==> config.mk <==
export PLATFORM = sky130hd
export DESIGN_NAME = event_stamper_flat
export DESIGN_NICKNAME = d
export VERILOG_FILES = /design/src/rtl/pvs_event_pkg.sv /design/src/rtl/event_stamper_if.sv /design/src/rtl/channel_qualifier.sv /design/src/rtl/event_stamper.sv /design/src/flat_wrapper.sv
export SDC_FILE = /design/constraint.sdc
export NUM_CORES = 1
export LEC_CHECK = 0
export ABC_AREA = 0
export CORE_ASPECT_RATIO = 1.1
export CORE_MARGIN = 2
export CORE_UTILIZATION = 50
export CTS_CLUSTER_SIZE = 10
export DETAILED_ROUTE_END_ITERATION = 6
export GPL_TIMING_DRIVEN = 0
export PLACE_DENSITY = 0.77
export SKIP_CTS_REPAIR_TIMING = 1
export SKIP_LAST_GASP = 1
export SYNTH_ARGS = -nofsm -noshare
export SYNTH_HDL_FRONTEND = slang
export SYNTH_SLANG_ARGS = --single-unit
==> constraint.sdc <==
create_clock -name clk -period 3.1 [get_ports clk]
set_clock_uncertainty 0.05 [all_clocks]
set_input_delay 0.62 -clock clk [delete_from_list [all_inputs] [get_ports clk]]
set_output_delay 0.62 -clock clk [all_outputs]
set_load 0.03 [all_outputs]
==> src/rtl/pvs_event_pkg.sv <==
// rtl/pvs_event_pkg.sv - shared constants and FSM state type for the event stamper
package pvs_event_pkg;

  // Header bit positions, one per event pin
  localparam int HDR_AP = 0;
  localparam int HDR_VP = 1;
  localparam int HDR_RV = 2;
  localparam int HDR_RA = 3;

  localparam int NUM_CH   = 4;
  localparam int HEADER_W = 8;
  localparam int TS_W     = 32;

  typedef enum logic [1:0] {
    IDLE    = 2'd0,
    COLLECT = 2'd1,
    EMIT    = 2'd2
  } state_t;

endpackage

==> src/rtl/event_stamper_if.sv <==
// rtl/event_stamper_if.sv - event pins in, header/timestamp strobe out
// master: the stamper (samples pins, drives header/counter/event_valid)
// slave : the environment (drives pins, consumes the strobe)
interface event_stamper_if;

  logic                               ap_pin;
  logic                               vp_pin;
  logic                               rv_pin;
  logic                               ra_pin;
  logic [pvs_event_pkg::HEADER_W-1:0] header;
  logic [pvs_event_pkg::TS_W-1:0]     counter;
  logic                               event_valid;

  modport master (
    input  ap_pin, vp_pin, rv_pin, ra_pin,
    output header, counter, event_valid
  );

  modport slave (
    output ap_pin, vp_pin, rv_pin, ra_pin,
    input  header, counter, event_valid
  );

endinterface

==> src/rtl/channel_qualifier.sv <==
// rtl/channel_qualifier.sv - per-pin synchroniser, rising-edge detect and retrigger blanking
// clk, rst : tick clock, synchronous active-high reset
// pin      : asynchronous event level
// accept   : one-cycle pulse for an edge that passed blanking
module channel_qualifier #(
  parameter logic [31:0] BLANK_TICKS = 32'd150
) (
  input  logic clk,
  input  logic rst,
  input  logic pin,
  output logic accept
);

  logic        q1, q2, q3;
  logic        edge_det;
  logic [31:0] blank_cnt;

  assign edge_det = q2 & ~q3;
  // A count of 1 means the counter reaches zero this cycle, so the edge counts.
  assign accept   = edge_det && (blank_cnt <= 32'd1);

  always_ff @(posedge clk) begin
    if (rst) begin
      q1        <= 1'b0;
      q2        <= 1'b0;
      q3        <= 1'b0;
      blank_cnt <= '0;
    end else begin
      q1 <= pin;
      q2 <= q1;
      q3 <= q2;
      if (accept)
        blank_cnt <= BLANK_TICKS;
      else if (blank_cnt != 32'd0)
        blank_cnt <= blank_cnt - 32'd1;
    end
  end

endmodule

==> src/rtl/event_stamper.sv <==
// rtl/event_stamper.sv - coalesces qualified pin edges into timestamped header strobes
// clk, rst : tick clock, synchronous active-high reset
// bus      : pins in; header, counter (timestamp of last event), event_valid out
module event_stamper
  import pvs_event_pkg::*;
#(
  parameter logic [31:0]     BLANK_TICKS = 32'd150,
  parameter logic [7:0]      MERGE_TICKS = 8'd15,
  parameter logic [TS_W-1:0] TS_INIT     = '0
) (
  input  logic           clk,
  input  logic           rst,
  event_stamper_if.master bus
);

  logic [NUM_CH-1:0]   pins;
  logic [NUM_CH-1:0]   accept;
  logic                any_accept;

  logic [TS_W-1:0]     ts;
  state_t              state, state_d;
  logic [7:0]          win_cnt, win_cnt_d;
  logic [NUM_CH-1:0]   acc, acc_d;
  logic [TS_W-1:0]     first_ts, first_ts_d;

  logic [HEADER_W-1:0] header_q;
  logic [TS_W-1:0]     counter_q;
  logic                valid_q;

  assign pins[HDR_AP] = bus.ap_pin;
  assign pins[HDR_VP] = bus.vp_pin;
  assign pins[HDR_RV] = bus.rv_pin;
  assign pins[HDR_RA] = bus.ra_pin;

  for (genvar i = 0; i < NUM_CH; i++) begin : g_ch
    channel_qualifier #(.BLANK_TICKS(BLANK_TICKS)) u_qual (
      .clk    (clk),
      .rst    (rst),
      .pin    (pins[i]),
      .accept (accept[i])
    );
  end

  assign any_accept = |accept;

  always_comb begin
    state_d    = state;
    win_cnt_d  = win_cnt;
    acc_d      = acc;
    first_ts_d = first_ts;
    case (state)
      IDLE, EMIT: begin
        // EMIT has already handed acc to the output registers, so an edge here
        // starts a fresh window exactly as it would from IDLE.
        acc_d   = '0;
        state_d = IDLE;
        if (any_accept) begin
          first_ts_d = ts;
          acc_d      = accept;
          if (MERGE_TICKS == 8'd0) begin
            state_d = EMIT;
          end else begin
            state_d   = COLLECT;
            win_cnt_d = MERGE_TICKS - 8'd1;
          end
        end
      end
      COLLECT: begin
        acc_d = acc | accept;
        if (win_cnt == 8'd0)
          state_d = EMIT;
        else
          win_cnt_d = win_cnt - 8'd1;
      end
      default: state_d = IDLE;
    endcase
  end

  always_ff @(posedge clk) begin
    if (rst) begin
      ts        <= TS_INIT;
      state     <= IDLE;
      win_cnt   <= '0;
      acc       <= '0;
      first_ts  <= '0;
      header_q  <= '0;
      counter_q <= '0;
      valid_q   <= 1'b0;
    end else begin
      ts       <= ts + 1'b1;
      state    <= state_d;
      win_cnt  <= win_cnt_d;
      acc      <= acc_d;
      first_ts <= first_ts_d;
      // Outputs are loaded on entry to EMIT so the strobe lines up with that state.
      if (state_d == EMIT) begin
        valid_q   <= 1'b1;
        header_q  <= {{(HEADER_W-NUM_CH){1'b0}}, acc_d};
        counter_q <= first_ts_d;
      end else begin
        valid_q  <= 1'b0;
        header_q <= '0;
      end
    end
  end

  assign bus.header      = header_q;
  assign bus.counter     = counter_q;
  assign bus.event_valid = valid_q;

endmodule

==> src/flat_wrapper.sv <==
// flat-port wrapper written by rule: the top's interface ports become plain ports
module event_stamper_flat import pvs_event_pkg::*;
#(
  parameter logic [31:0]     BLANK_TICKS = 32'd150,
  parameter logic [7:0]      MERGE_TICKS = 8'd15,
  parameter logic [TS_W-1:0] TS_INIT     = '0
)
  (clk, rst, bus_ap_pin, bus_vp_pin, bus_rv_pin, bus_ra_pin, bus_header, bus_counter, bus_event_valid);
  event_stamper_if bus_i ();
  input  logic clk;
  input  logic rst;
  input wire logic [$bits(bus_i.ap_pin)-1:0] bus_ap_pin;
  input wire logic [$bits(bus_i.vp_pin)-1:0] bus_vp_pin;
  input wire logic [$bits(bus_i.rv_pin)-1:0] bus_rv_pin;
  input wire logic [$bits(bus_i.ra_pin)-1:0] bus_ra_pin;
  output wire logic [$bits(bus_i.header)-1:0] bus_header;
  output wire logic [$bits(bus_i.counter)-1:0] bus_counter;
  output wire logic [$bits(bus_i.event_valid)-1:0] bus_event_valid;
  assign bus_i.ap_pin = bus_ap_pin;
  assign bus_i.vp_pin = bus_vp_pin;
  assign bus_i.rv_pin = bus_rv_pin;
  assign bus_i.ra_pin = bus_ra_pin;
  assign bus_header = bus_i.header;
  assign bus_counter = bus_i.counter;
  assign bus_event_valid = bus_i.event_valid;
  event_stamper #(.BLANK_TICKS(BLANK_TICKS), .MERGE_TICKS(MERGE_TICKS), .TS_INIT(TS_INIT)) u_core (.clk(clk), .rst(rst), .bus(bus_i));
endmodule
==> results of run 1 <==
state kept, by name (all words and copies together), names as in the netlist:
register	count
u_core.g_ch.u_qual.blank_cnt	128
u_core.bus.counter	32
u_core.first_ts	32
u_core.ts	32
u_core.win_cnt	8
u_core.acc	4
u_core.bus.header	4
u_core.g_ch.u_qual.q1	4
u_core.g_ch.u_qual.q2	4
u_core.g_ch.u_qual.q3	4
u_core.state	2
u_core.bus.event_valid	1
cell usage in the layout (no fill, tap or decap), types with 4 or more instances in the layout:
cell and count:
a21oi_1 112, a31oi_1 6, and2_1 8, and3_1 7, buf_2 5, buf_4 12
clkbuf_1 39, clkbuf_16 29, clkbuf_2 4, clkdlybuf4s50_1 41, conb_1 4, dfxtp_1 255
ha_1 11, inv_1 19, nand2_1 179, nand2b_1 15, nand3_1 43, nand3b_1 7
nand4_1 19, nand4b_1 8, nor2_1 165, nor2b_1 16, nor3_1 39, nor4_1 28
nor4_2 4, nor4b_1 4, o21ai_0 21, o31ai_1 9, or2_2 11, or3_1 22
or4_1 20, xnor2_1 45, xor2_1 84
where the power goes:
part / switching, mW / internal (mW)
registers: 0.597 / 3.91
logic: 3.21 / 2.24
clock network: 1.21 / 1.69
per-stage QoR:
stage / TNS, ns / hold WS (ns) / instances / setup slack, ns
floorplan: 0 / 0.364 / 1253 / 0.566
global placement: 0 / 0.366 / 1584 / 0.0726
detailed placement: -0.223 / 0.375 / 1584 / -0.0314
CTS: -0.499 / 0.387 / 1617 / -0.0669
global route: 0 / 0.406 / 1622 / 0.0221
finish: 0 / 0.385 / 1622 / 0.203
layer usage:
layer	vias to the layer above	share of wire, %
met4	0	2.8
met1	4053	46
met5	-	0
met3	41	3.6
li1	4396	-
met2	137	48
cell families after synthesis:
family          share of synthesized area, %
fa+ha+maj                               1.29
mux                                    0.199
simple gates                            28.6
flops                                   47.7
xor+xnor                                10.6
other cells                           0.0351
buf+inv                                 3.04
compound gates                          8.48
final cells by class:
type                    count  area [µm²]
clock inverters             1        8.76
well taps                 290         363
fillers                  1885        8840
multi-input cells         922        5310
flip-flops and latches    255        5100
plain buffers              57         259
clock buffers              32         757
inverters                  19        71.3
repair buffers             46         448
worst min-delay path by stage:
stage                                                    from                                  end  cells past startpoint
after floorplan           u_core.g_ch[0].u_qual.q1$_SDFF_PP0_  u_core.g_ch[0].u_qual.q2$_SDFF_PP0_                      1
after global placement    u_core.g_ch[2].u_qual.q1$_SDFF_PP0_  u_core.g_ch[2].u_qual.q2$_SDFF_PP0_                      1
after detailed placement  u_core.g_ch[2].u_qual.q1$_SDFF_PP0_  u_core.g_ch[2].u_qual.q2$_SDFF_PP0_                      1
after CTS                 u_core.g_ch[2].u_qual.q1$_SDFF_PP0_  u_core.g_ch[2].u_qual.q2$_SDFF_PP0_                      1
after global routing      u_core.g_ch[2].u_qual.q1$_SDFF_PP0_  u_core.g_ch[2].u_qual.q2$_SDFF_PP0_                      1
final                     u_core.g_ch[2].u_qual.q1$_SDFF_PP0_  u_core.g_ch[2].u_qual.q2$_SDFF_PP0_                      1
==> results.md, run 1 <==
* Slew Limit Fails at 0
* Share of layout cells above drive strength 1 at 6.61%
* WL final at 21,900 µm
* Top cells by instance count after synthesis: dfxtp_1 (255), nand2_1 (179), nor2_1 (165)
* Stages on the worst setup path at 8
* I/O pin cnt at 47
* Starting density of the core at 50.5%
* Status: finished, final reports clean
* Startpoint Class: flop
* Clock Tree Root: clkbuf_16
* Iter 0 DRT Violations at 407
* R2R Path End: u_core.first_ts[18]$_SDFF_PP0_
* PD cells at 1040 nW/µm²
* Port Buffer Count at 41
* Cells after synthesis at 1,250
* Post-Layout Inst Area at 12,300 µm²
* Dpl hpwl at 14,800 µm
* RSZ-0062 raised after global routing: no
* Crit-path cells: or4_1 > nor3b_4 > nand4_1 > buf_4 > a41oi_2 > buf_4 > nand2_1 > a21oi_1
* Largest net degree at the start of global routing at 15
* Busiest grt layer: met2
* Total track usage at 19.3%
* Min cycle time layout at 2.90 ns
* Post-synth ARST share at 0%
* Final setup fails at 0
* Die width at 143 µm
* Vias in the first global route at 8,168
* Worst path bufs/invs at 2
* Initial antenna violation count at 0
* Area Growth Syn to Fin at 15.2%
* Req. time, crit path at 3.51 ns
* Fmax at 0.345 GHz
* Delay-heaviest family, CP: simple AND/OR/NAND/NOR gates
* Post-DRT Antenna Nets at 0
* Sink Count at 255
* Met3 Use GR at 2.80%
* Critical Path Fanout Max at 10
* Crit path to: u_core.first_ts[18]$_SDFF_PP0_
* Later-pin clock latency in the skew report at 0.53 ns
* Remaining DRCs at 0
* Met2 Resource Use GR at 33.6%
* Top-count cell post-synth: dfxtp_1
* Synthesized area at 10,700 µm²
* CTS tree: built
* Cts bufs inserted at 29
* Register-to-Register Path Depth at 8
* Core area at 21,200 µm²
* Longest Clk Path Bufs at 3
* Worst hold-check path type: flop to flop
* GPL Wtd Cong at 0.851
* First-pass DRT Iterations at 5
* Synthesized flop and latch total at 255
* Critical Path Source: u_core.g_ch[0].u_qual.blank_cnt[23]$_SDFFE_PP0P_
* Worst Setup End Kind: flop
* Top cell by count, worst path: buf_4
* Pleak at 4.49 nW
* Max-cap check violation count at 0
* Yosys Warn Count at 0
* Diode count at 0
* Crit path max-delay cell type: or4_1
* Most common flop cell mapped by yosys: dfxtp_1
* # rows at 56
* Peak VDD IR at 577 µV
* DR vias at 8,627
* Post-synth EDFFs at 0
* Post-route total power at 12.9 mW
* Yosys top cell by area: dfxtp_1
* Clk slew on worst S/H paths at 0.05 ns
* Worst Tran Pin Value at 0.995 ns
* CTS H-tree depth at 1
* Final hold violation count at 0
* Top cell type's share of synthesized area at 47.7%
* Synth unique cells at 55
* Reg-to-reg setup timing slack at 0.20 ns
* Critical path class: flop to flop
* Placed inst area at 11,500 µm²
* Mean Syn Cell Area at 8.55 µm²
* Mean routed wirelength per cell at 13.5 µm
* GRT met1 Usage at 24.3%
* Die area at 22,600 µm²
* Final-stage net count at 1,347
* Sequential area share after synthesis at 47.7%
* Crit path DAT at 3.30 ns
* CP max stage delay at 0.66 ns
* Relative max-transition margin at 33.1%
* Top cells by area, synth: dfxtp_1 (48%), xor2_1 (6.9%), nand2_1 (6.3%), nor2_1 (5.8%), a21oi_1 (5.2%)
* First-pass GRT wire length at 36,900 µm
* Period utilisation layout at 93.5%
* Grt total ovfl at 0
* Chip Height at 157 µm
* Core Util, Final at 58.2%
* Vias/cell at 5.32
* Reg-to-Reg Start: u_core.g_ch[0].u_qual.blank_cnt[23]$_SDFFE_PP0P_
No activity file was read; power rests on OpenSTA's default activity.
==> inputs of run 2 (changes only) <==
--- a/config.mk
+++ b/config.mk
@@ -11,7 +11,6 @@
 export CORE_UTILIZATION = 50
 export CTS_CLUSTER_SIZE = 10
 export DETAILED_ROUTE_END_ITERATION = 6
-export GPL_TIMING_DRIVEN = 0
 export PLACE_DENSITY = 0.77
 export SKIP_CTS_REPAIR_TIMING = 1
 export SKIP_LAST_GASP = 1
==> run 2 against run 1 <==
  * Count of clock-buffer cells in the layout grew 1
  * Setup slack gained 0.13 ns
  * Power is 0.44% lower
  * Core utilization decreased by 0.63 points
  * Clock power hardly changed
  * Non-clock buffer count fell by 40
  * Critical path depth decreased by 1
  * Register-to-register slack better by 0.13 ns
  * Critical endpoint is now u_core.win_cnt[1]$_SDFFE_PP0P_
==> results.md, run 2 (synthesis results as in run 1) <==
* Worst Setup End Kind: flop
* Die width at 143 µm
* Fmax at 0.361 GHz
* DR WL met2 at 9930 µm
* Iter 0 DRT Violations at 508
* Critical path class: flop to flop
* Sink Count at 255
* Post-DRT Antenna Nets at 0
* Min cycle time layout at 2.77 ns
* Dpl cells at 1,549
* First-pass DRT Iterations at 4
* Met1 wire length at 9640 µm
* CTS tree: built
* Req. time, crit path at 3.49 ns
* RSZ-0062 raised after global routing: no
* Total track usage at 18.1%
* Setup TNS at 0 ns
* Max reg flops at 128
* Most common library cell in the layout ignoring fill and taps: dfxtp_1
* Pint at 7.86 mW
* Share of layout cells above drive strength 1 at 6.57%
* PD cells at 1050 nW/µm²
* Longest Clk Path Bufs at 3
* Cts bufs inserted at 29
* Starting density of the core at 50.5%
* Crit-path cells: or4_1 > nor4b_2 > nand4_2 > a41oi_2 > buf_12 > nor3_1 > a211oi_1
* Worst Hold Launch: u_core.g_ch[1].u_qual.q1$_SDFF_PP0_
* Most frequent cells in the layout: dfxtp_1 (255), nand2_1 (179), nor2_1 (164)
* Crit path max-delay cell type: or4_1
* Detail Route met3 WL at 660 µm
* # rows at 56
* Diode count at 0
* Worst hold-check path type: flop to flop
* Clock Tree Root: clkbuf_16
* Logic pwr share at 42.3%
* Most flops, register: u_core.g_ch.u_qual.blank_cnt
* Area Growth Syn to Fin at 14.0%
* Clk slew on worst S/H paths at 0.06 ns
* Top routing layer in use: met4
* Status: finished, final reports clean
* Dpl hpwl at 13,300 µm
* Initial antenna violation count at 0
* WL final at 20,600 µm
* Max-cap check violation count at 0
* Remaining DRCs at 0
* Largest net degree at the start of global routing at 67
* Core area at 21,200 µm²
* Later-pin clock latency in the skew report at 0.53 ns
* Sequential power share at 35.3%
* Startpoint Class: flop
* Worst Tran Pin Value at 0.860 ns
* DR vias at 8,427
* Clock share of power at 22.4%
* Grt total ovfl at 0
* Die area at 22,600 µm²
* Post-route total power at 12.8 mW
* Sw frac at 38.6%
* Port Buffer Count at 42
* Final hold violation count at 0
* Setup WS pre-CTS at 0.347 ns
* CTS H-tree depth at 1
* Final setup margin at 0.330 ns
* Chip Height at 157 µm
* Peak VDD IR at 467 µV
* CP max stage delay at 0.61 ns
* Final-stage net count at 1,307
* Period utilisation layout at 89.4%
* Pleak at 4.45 nW
* First-pass GRT wire length at 35,000 µm
* Slew Limit Fails at 0
* Crit path DAT at 3.16 ns
* Final setup fails at 0
* Critical Path Fanout Max at 37
* Vias/cell at 5.32
* GPL Wtd Cong at 0.781
* Critical Path Source: u_core.g_ch[2].u_qual.blank_cnt[4]$_SDFFE_PP0P_
* Relative max-transition margin at 42.2%
* Finished Layout Cells at 1,583
* Mean routed wirelength per cell at 13.0 µm
* I/O pin cnt at 47
* Reg-to-Reg Start: u_core.g_ch[2].u_qual.blank_cnt[4]$_SDFFE_PP0P_
* Net Switching at 4.94 mW
* Vias in the first global route at 7,818
## run 2: cell types whose count changed in the layout (fill, tap and decap cells not counted), moves of 2 or more
cell and change:
buf_1 -2, buf_4 +7, buf_2 -5, nor4_2 -2, clkbuf_1 -36, buf_12 +3, nor4_1 +2, clkbuf_2 -4
## run 2: power groups by stage
stage	registers, mW	clock network, mW	logic (mW)
3_3_place_gp	4.53	0	5.23
3_5_place_dp	4.56	0	5.36
2_1_floorplan	4.43	0	4.37
6_report	4.52	2.87	5.41
4_1_cts	4.51	2.94	5.40
5_1_grt	4.60	3.07	6.07
## run 2: worst paths after layout
check                                        end  slack [ns]  depth (start not counted)
max               u_core.win_cnt[1]$_SDFFE_PP0P_        0.33                          7
max reg2reg       u_core.win_cnt[1]$_SDFFE_PP0P_        0.33                          7
min reg2reg  u_core.g_ch[1].u_qual.q2$_SDFF_PP0_        0.39                          1
min          u_core.g_ch[1].u_qual.q2$_SDFF_PP0_        0.39                          1
## run 2: metrics by stage
stage	hold WS, ns	utilization [%]	area, µm²
4_1_cts	0.399	57.6	12200
5_1_grt	0.411	57.6	12200
6_report	0.387	57.6	12200
3_5_place_dp	0.385	54.0	11400
2_1_floorplan	0.364	-	10700
3_3_place_gp	0.386	54.0	11400
## run 2: worst max-delay path, delay by kind of cell, from the launching register on
family / cells / cell delay, ns
buffers and inverters: 1 / 0.23
and+or+nand+nor: 4 / 1.50
DFF: 1 / 0.34
AOI/OAI and AO/OA: 2 / 0.54
## run 2: final cells by class
cell class | instances | area (µm²)
well taps | 290 | 363
multi-input cells | 922 | 5280
fillers | 1886 | 8970
flip-flops and latches | 255 | 5100
clock inverters | 1 | 8.76
clock buffers | 33 | 751
repair buffers | 63 | 613
inverters | 19 | 71.3
## run 2: routing by layer
layer | up-vias | track usage, %
met2 | 110 | 31.7
met4 | 0 | 4.95
met1 | 3962 | 23.1
li1 | 4326 | -
met3 | 29 | 2.74
met5 | - | 0
